**config.mk**
```make
export PLATFORM = sky130hd
export DESIGN_NAME = sr_drive_ctrl_flat
export DESIGN_NICKNAME = d
export VERILOG_FILES = /design/src/rtl/sr_drive_ctrl_if.sv /design/src/rtl/sr_drive_ctrl.sv /design/src/flat_wrapper.sv
export SDC_FILE = /design/constraint.sdc
export NUM_CORES = 1
export LEC_CHECK = 0
export BUFFER_PORTS_ARGS = -buffer_cell sky130_fd_sc_hd__buf_2
export CORE_AREA = 3 3 40 42
export DETAILED_ROUTE_END_ITERATION = 10
export DIE_AREA = 0 0 43 45
export PLACE_DENSITY_LB_ADDON = 0.1
export SLEW_MARGIN = 20
export SYNTH_ARGS = -nofsm -noshare
export SYNTH_HDL_FRONTEND = slang
export SYNTH_SLANG_ARGS = --single-unit
```
**constraint.sdc**
```tcl
create_clock -name clk -period 2.3 [get_ports clk]
set_input_delay 0.69 -clock clk [delete_from_list [all_inputs] [get_ports clk]]
set_output_delay 0.69 -clock clk [all_outputs]
set_load 0.005 [all_outputs]
```
**src/rtl/sr_drive_ctrl_if.sv**
```systemverilog
// Request/command bundle between control logic, sr_drive_ctrl and the downstream SR flop.
// The master side raises requests and returns the flop's q; the slave side is the controller.
interface sr_drive_ctrl_if;
    logic set_req;
    logic clr_req;
    logic q_fb;
    logic s;
    logic r;
    logic busy;
    logic ack;
    logic conflict;
    logic state_err;

    modport master (
        output set_req, clr_req, q_fb,
        input  s, r, busy, ack, conflict, state_err
    );

    modport slave (
        input  set_req, clr_req, q_fb,
        output s, r, busy, ack, conflict, state_err
    );
endinterface

```
**src/rtl/sr_drive_ctrl.sv**
```systemverilog
// Turns level set/clear requests into legal one-cycle s/r pulses for an SR flop,
// verifies q afterwards, buffers one request and enforces a hold-off between commands.
module sr_drive_ctrl #(
    parameter int HOLDOFF    = 4,
    parameter bit PRIO_RESET = 1'b1
) (
    input  logic           clk,
    input  logic           rst,
    sr_drive_ctrl_if.slave bus
);

    localparam int   CW           = (HOLDOFF < 1) ? 1 : $clog2(HOLDOFF + 1);
    localparam logic CONFLICT_TGT = ~PRIO_RESET;

    typedef enum logic [1:0] {IDLE, DRIVE, VERIFY, HOLD} state_t;

    state_t        state_q, state_d;
    logic [CW-1:0] cnt_q, cnt_d;
    logic          tgt_q, tgt_d;
    logic          pend_vld_q, pend_vld_d;
    logic          pend_tgt_q, pend_tgt_d;
    logic          s_q, s_d;
    logic          r_q, r_d;
    logic          busy_q, busy_d;
    logic          ack_q, ack_d;
    logic          conflict_q, conflict_d;
    logic          state_err_q, state_err_d;

    logic live_vld;
    logic live_both;
    logic live_tgt;
    logic cur_tgt;

    always_comb begin
        live_vld  = bus.set_req | bus.clr_req;
        live_both = bus.set_req & bus.clr_req;
        live_tgt  = live_both ? CONFLICT_TGT : bus.set_req;
        cur_tgt   = live_vld ? live_tgt : pend_tgt_q;

        state_d     = state_q;
        cnt_d       = cnt_q;
        tgt_d       = tgt_q;
        pend_vld_d  = pend_vld_q;
        pend_tgt_d  = pend_tgt_q;
        s_d         = 1'b0;
        r_d         = 1'b0;
        ack_d       = 1'b0;
        conflict_d  = live_both;
        state_err_d = state_err_q;

        // Requests that arrive while a command is in flight overwrite the single buffer slot.
        if (state_q != IDLE && live_vld) begin
            pend_vld_d = 1'b1;
            pend_tgt_d = live_tgt;
        end

        case (state_q)
            IDLE: begin
                if (live_vld || pend_vld_q) begin
                    pend_vld_d = 1'b0;
                    if (cur_tgt == bus.q_fb) begin
                        ack_d = 1'b1;
                    end else begin
                        state_d = DRIVE;
                        tgt_d   = cur_tgt;
                        s_d     = cur_tgt;
                        r_d     = ~cur_tgt;
                    end
                end
            end
            DRIVE: begin
                state_d = VERIFY;
            end
            VERIFY: begin
                ack_d = 1'b1;
                if (bus.q_fb != tgt_q) begin
                    state_err_d = 1'b1;
                end
                if (HOLDOFF == 0) begin
                    state_d = IDLE;
                end else begin
                    state_d = HOLD;
                    cnt_d   = CW'(HOLDOFF);
                end
            end
            HOLD: begin
                if (cnt_q <= CW'(1)) begin
                    state_d = IDLE;
                    cnt_d   = '0;
                end else begin
                    cnt_d = cnt_q - CW'(1);
                end
            end
            default: begin
                state_d = IDLE;
            end
        endcase

        busy_d = (state_d != IDLE);
    end

    always_ff @(posedge clk or posedge rst) begin
        if (rst) begin
            state_q     <= IDLE;
            cnt_q       <= '0;
            tgt_q       <= 1'b0;
            pend_vld_q  <= 1'b0;
            pend_tgt_q  <= 1'b0;
            s_q         <= 1'b0;
            r_q         <= 1'b0;
            busy_q      <= 1'b0;
            ack_q       <= 1'b0;
            conflict_q  <= 1'b0;
            state_err_q <= 1'b0;
        end else begin
            state_q     <= state_d;
            cnt_q       <= cnt_d;
            tgt_q       <= tgt_d;
            pend_vld_q  <= pend_vld_d;
            pend_tgt_q  <= pend_tgt_d;
            s_q         <= s_d;
            r_q         <= r_d;
            busy_q      <= busy_d;
            ack_q       <= ack_d;
            conflict_q  <= conflict_d;
            state_err_q <= state_err_d;
        end
    end

    assign bus.s         = s_q;
    assign bus.r         = r_q;
    assign bus.busy      = busy_q;
    assign bus.ack       = ack_q;
    assign bus.conflict  = conflict_q;
    assign bus.state_err = state_err_q;

endmodule

```
**src/flat_wrapper.sv**
```systemverilog
// flat-port wrapper written by rule: the top's interface ports become plain ports
module sr_drive_ctrl_flat 
#(
    parameter int HOLDOFF    = 4,
    parameter bit PRIO_RESET = 1'b1
)
  (clk, rst, bus_set_req, bus_clr_req, bus_q_fb, bus_s, bus_r, bus_busy, bus_ack, bus_conflict, bus_state_err);
  sr_drive_ctrl_if bus_i ();
  input  logic clk;
  input  logic rst;
  input wire logic [$bits(bus_i.set_req)-1:0] bus_set_req;
  input wire logic [$bits(bus_i.clr_req)-1:0] bus_clr_req;
  input wire logic [$bits(bus_i.q_fb)-1:0] bus_q_fb;
  output wire logic [$bits(bus_i.s)-1:0] bus_s;
  output wire logic [$bits(bus_i.r)-1:0] bus_r;
  output wire logic [$bits(bus_i.busy)-1:0] bus_busy;
  output wire logic [$bits(bus_i.ack)-1:0] bus_ack;
  output wire logic [$bits(bus_i.conflict)-1:0] bus_conflict;
  output wire logic [$bits(bus_i.state_err)-1:0] bus_state_err;
  assign bus_i.set_req = bus_set_req;
  assign bus_i.clr_req = bus_clr_req;
  assign bus_i.q_fb = bus_q_fb;
  assign bus_s = bus_i.s;
  assign bus_r = bus_i.r;
  assign bus_busy = bus_i.busy;
  assign bus_ack = bus_i.ack;
  assign bus_conflict = bus_i.conflict;
  assign bus_state_err = bus_i.state_err;
  sr_drive_ctrl #(.HOLDOFF(HOLDOFF), .PRIO_RESET(PRIO_RESET)) u_core (.clk(clk), .rst(rst), .bus(bus_i));
endmodule
```
After elaboration in Yosys (flattened, before gate mapping)

Cells that the tools add are included.

Register bits: 14
Bits of input ports: 5
Output and inout port bits: 6
Logic and storage cells: 50

Add/sub/neg operators: 1
Order comparisons: 1
Equality and inequality tests: 5
Mux-type cells: 20
Bitwise operators: 4
Reductions and logical operators: 8

Operators by type and width:

| operator            | number |
|---|---|
| $mux 1              | 13 |
| $pmux 2 s4          | 1 |
| $mux 2              | 3 |
| $pmux 3 s2          | 1 |
| $reduce_bool 2->1   | 3 |
| $eq 2x2->1 const B  | 2 |
| $le 3x1->1 const B  | 1 |
| $mux 3              | 1 |
| $reduce_and 3->1    | 1 |
| $sub 3x1->3 const B | 1 |
| $eq 2x1->1 const B  | 1 |
| $logic_not 2->1     | 1 |
| $not 1->1           | 2 |
| $pmux 1 s2          | 1 |
| $reduce_and 2->1    | 1 |
| $and 1x1->1         | 1 |
| $eq 1x1->1          | 1 |
| $logic_and 1x1->1   | 1 |
| $logic_or 1x1->1    | 1 |
| $ne 1x1->1          | 1 |
| $or 1x1->1          | 1 |

Depth between registers and ports, before layout

Word-level depth: 8
Gate-level depth with buffers: 5
Depth with buffers taken out: 5

Worst setup path before layout

No wires, ideal clock.

Path kind: input-to-reg
Start: in bus_set_req
End: reg u_core.tgt_q
Library setup time: 0.125 ns
Data arrival time: 1.563 ns
Data required time: 2.175 ns
Path slack: 0.612 ns
Cell stages on the path: 5
Path buffers: 0
Path through: nor2_1 nor2_1 ha_1 nand3b_4 mux2_4

Cells in the longest elaborated chain, start to end: 6
Elaborated cells on any way between the ends: 8
Classes of those cells: eq/ne: 1; mux: 2; bitwise: 3; reduce/logical: 2

Ends and longest elaborated chain:

| what                       | line                 | RTL |
|---|---|---|
| from (decl)                | flat_wrapper.sv:11   | `input wire logic [$bits(bus_i.set_req)-1:0] bus_set_req;` |
| $and 1x1->1                | sr_drive_ctrl.sv:36  | `live_both = bus.set_req & bus.clr_req;` |
| $mux 1                     | sr_drive_ctrl.sv:37  | `live_tgt = live_both ? CONFLICT_TGT : bus.set_req;` |
| $mux 1 *                   | sr_drive_ctrl.sv:38  | `cur_tgt = live_vld ? live_tgt : pend_tgt_q;` |
| named net u_core.cur_tgt   | sr_drive_ctrl.sv:32  | `logic cur_tgt;` |
| $eq 1x1->1                 | sr_drive_ctrl.sv:61  | `if (cur_tgt == bus.q_fb) begin` |
| $not 1->1 (no line)        | -                    |  |
| $reduce_and 3->1 (no line) | -                    |  |
| to (signal assigned)       | sr_drive_ctrl.sv:118 | `tgt_q <= tgt_d;` |
| to (decl)                  | sr_drive_ctrl.sv:19  | `logic tgt_q, tgt_d;` |

The timed path passes the listed nets; every way through them passes the cells marked *.
A chain may end at the register's enable or synchronous reset.

Worst setup path in the final report

Same ends and word-level chain as after synthesis.

==> impl_metrics.toml <==
[finish]
drive_gt1_frac = 0.3380
nNetsFinal = 81
antennaDiodeCount = 0
areaGrowthSynthToFinish_pct = 15.44
largest-register = "u_core.cnt_q"
largestRegisters = "u_core.cnt_q x3, u_core.state_q x2"
fillers = 113
largest_reg_flops = 3

[timing]
max_slew_margin = 0.6699
max_clock_freq_mhz = 639.0
worstMarginPinSlew_ps = 494.6
finalSetupViolCount = 0
hold_viol = 0
timing.final.crit_share = 0.6804
period_minus_slack_ps = 1565
slew_viol_final = 0
rsz0062_at_grt = "false"
tns_ps = 0
final.setup_skew_ps = 4.775
fin_ws_ps = 735.0

[clock_network]
htree_levels = 1
cts_buffers = 3
post-cts-setup-buffers = 0
postCtsHoldBufs = 0
cts_sinks = 14
clockBufferDepth = 2
cts_tree = "yes"
clock_latency_ps = 280
clk_pin_slew_ps = 90
root_buffer = "clkbuf_4"
cts_resized = 0

[synth]
async_reset_ff_frac = 1.000
synth_area_per_cell_um2 = 11.17
synth_nets = 67
synth_top_area_cell = "dfrtp_1"
synth.top_cell.area_share = 0.5405
synth_warnings = 0
syn_area_um2 = 648.1
synth_common_cells = "dfrtp_1, inv_1, nor2_1"
synthFlopType = "dfrtp_1"
synth_edf_count = 0
syn_inst = 58
ys_ff_latch = 14
synth_area_leaders = "dfrtp_1, ha_1, inv_1"
yosys.cell_count.top_type = "dfrtp_1"
yosysSeqAreaShare = 0.5405
synthDistinctLibCells = 25

[status]
status = "finished, final reports clean"

[run]
max_cap_viol_count = 0

[floorplanning]
io_pins = 11
core_area_mm2 = 0.001285
die_h_um = 45
num_rows = 13
fp.dieArea_mm2 = 0.001935
fp.dieW_um = 43
initial_utilization = 0.5044

[min_path]
hold_class = "input pin to async pin"

[placed_design]
place_ws_ps = 428.2
dpl.hpwl_um = 776.5
portBuffers = 10
gp_congestion = 0.7058

[pwr]
p_sw_mw = 0.2875
p_clk_frac = 0.213
pwr-share-comb = 0.317
swShare = 0.3437
p_seq_frac = 0.471
internal-power_mw = 0.5490
leakage_nw = 0.3726
p_per_area_mw_per_mm2 = 1118
ir_worst_vdd_uv = 517.0
fin_total_pwr_mw = 0.8365

[global_routing]
grt_max_degree = 15
grt_overflow = 0
grt_pass1_vias = 413
grt_pass1_wl_um = 1876
grt_usage = 0.1426
antenna_found_initial = 0

[critical_path]
end_kind = "flop"
worst-setup-path-type = "input pin to flop"
required_ps = 2470
path_max_fanout = 4
critPathLaunchType = "input pin"
cp_data_arrival_time_ps = 1740

[route]
avgViaCountPerCell = 5.116
initialDrtViolationCount = 11
remaining_drc_errors = 0
drt-pass1-iter-count = 4
ant_nets = 0
drt-total-wl_um = 1049
vias = 440
route.detailed.wl_per_inst_um = 12.20
==> cell families after synthesis <==
logic type / Yosys count / synth area share
adders and majority gates: 4 / 0.07722
muxes: 1 / 0.02316
DFF: 14 / 0.5405
AOI/OAI and AO/OA: 10 / 0.1043
xor gates and xnor gates: 1 / 0.01352
and+or+nand+nor: 21 / 0.1988
buffers and inverters: 7 / 0.04246
==> power groups by stage <==
stage | sequential [mW] | combinational [mW] | clock [mW]
after CTS | 0.394 | 0.267 | 0.181
after global routing | 0.404 | 0.312 | 0.196
after floorplan | 0.374 | 0.219 | 0
after global placement | 0.398 | 0.262 | 0
after detailed placement | 0.399 | 0.266 | 0
final | 0.394 | 0.265 | 0.178
==> critical path, stage by stage <==
cell	delay (ps)
buf_2	100
nor2_1	40
nor2_1	150
ha_1	270
nand3b_4	170
mux2_4	300
==> metrics by stage <==
| step | hold WS (ps) | std cells | util | cell area (µm²) |
|---|---|---|---|---|
| floorplan | 466.3 | 58 | - | 648.1 |
| global placement | 453.8 | 82 | 0.5540 | 711.9 |
| detailed placement | 458.8 | 82 | 0.5540 | 711.9 |
| CTS | 437.2 | 86 | 0.5823 | 748.2 |
| global route | 457.2 | 86 | 0.5823 | 748.2 |
| finish | 412.2 | 86 | 0.5823 | 748.2 |
==> cell usage in the layout (no fill, tap or decap), types with 2 or more instances in the layout <==
master,netlist,final
a21oi_1,3,3
and2_2,2,2
and3_2,2,2
buf_2,1,10
clkbuf_4,0,3
dfrtp_1,14,14
ha_1,4,4
inv_1,6,6
nand2_1,4,4
nor2_1,6,6
==> per-layer routing <==
| layer | global-route usage | up-vias | share of wire |
|---|---|---|---|
| li1 | - | 222 | - |
| met1 | 0.1556 | 202 | 0.48 |
| met2 | 0.2186 | 14 | 0.45 |
| met3 | 0.05179 | 2 | 0.063 |
| met4 | 0.1265 | 0 | 0.014 |
| met5 | 0 | - | 0 |
==> worst paths after layout <==
path | from | end | slack [ps] | cells past startpoint
max | bus_set_req | u_core.tgt_q$_DFFE_PP0P_ | 740 | 6
min | rst | u_core.bus.r$_DFF_PP0_ | 410 | 2
max reg2reg | u_core.pend_tgt_q$_DFFE_PP0P_ | u_core.tgt_q$_DFFE_PP0P_ | 870 | 5
min reg2reg | u_core.bus.state_err$_DFFE_PP0P_ | u_core.bus.state_err$_DFFE_PP0P_ | 480 | 1
max in group asynchronous | rst | u_core.bus.conflict$_DFF_PP0_ | 1550 | 2
min in group clk | u_core.bus.state_err$_DFFE_PP0P_ | u_core.bus.state_err$_DFFE_PP0P_ | 480 | 1
==> layout make-up <==
class	instances	area, µm²	share of cell area
clock buffers	4	36.28	0.04849
well taps	15	18.77	0.02508
inverters	6	22.52	0.03010
repair buffers	10	50.05	0.06689
flip-flops and latches	14	350.3	0.4682
multi-input cells	37	270.3	0.3612
Note: power is estimated with default switching activity, not from simulation.
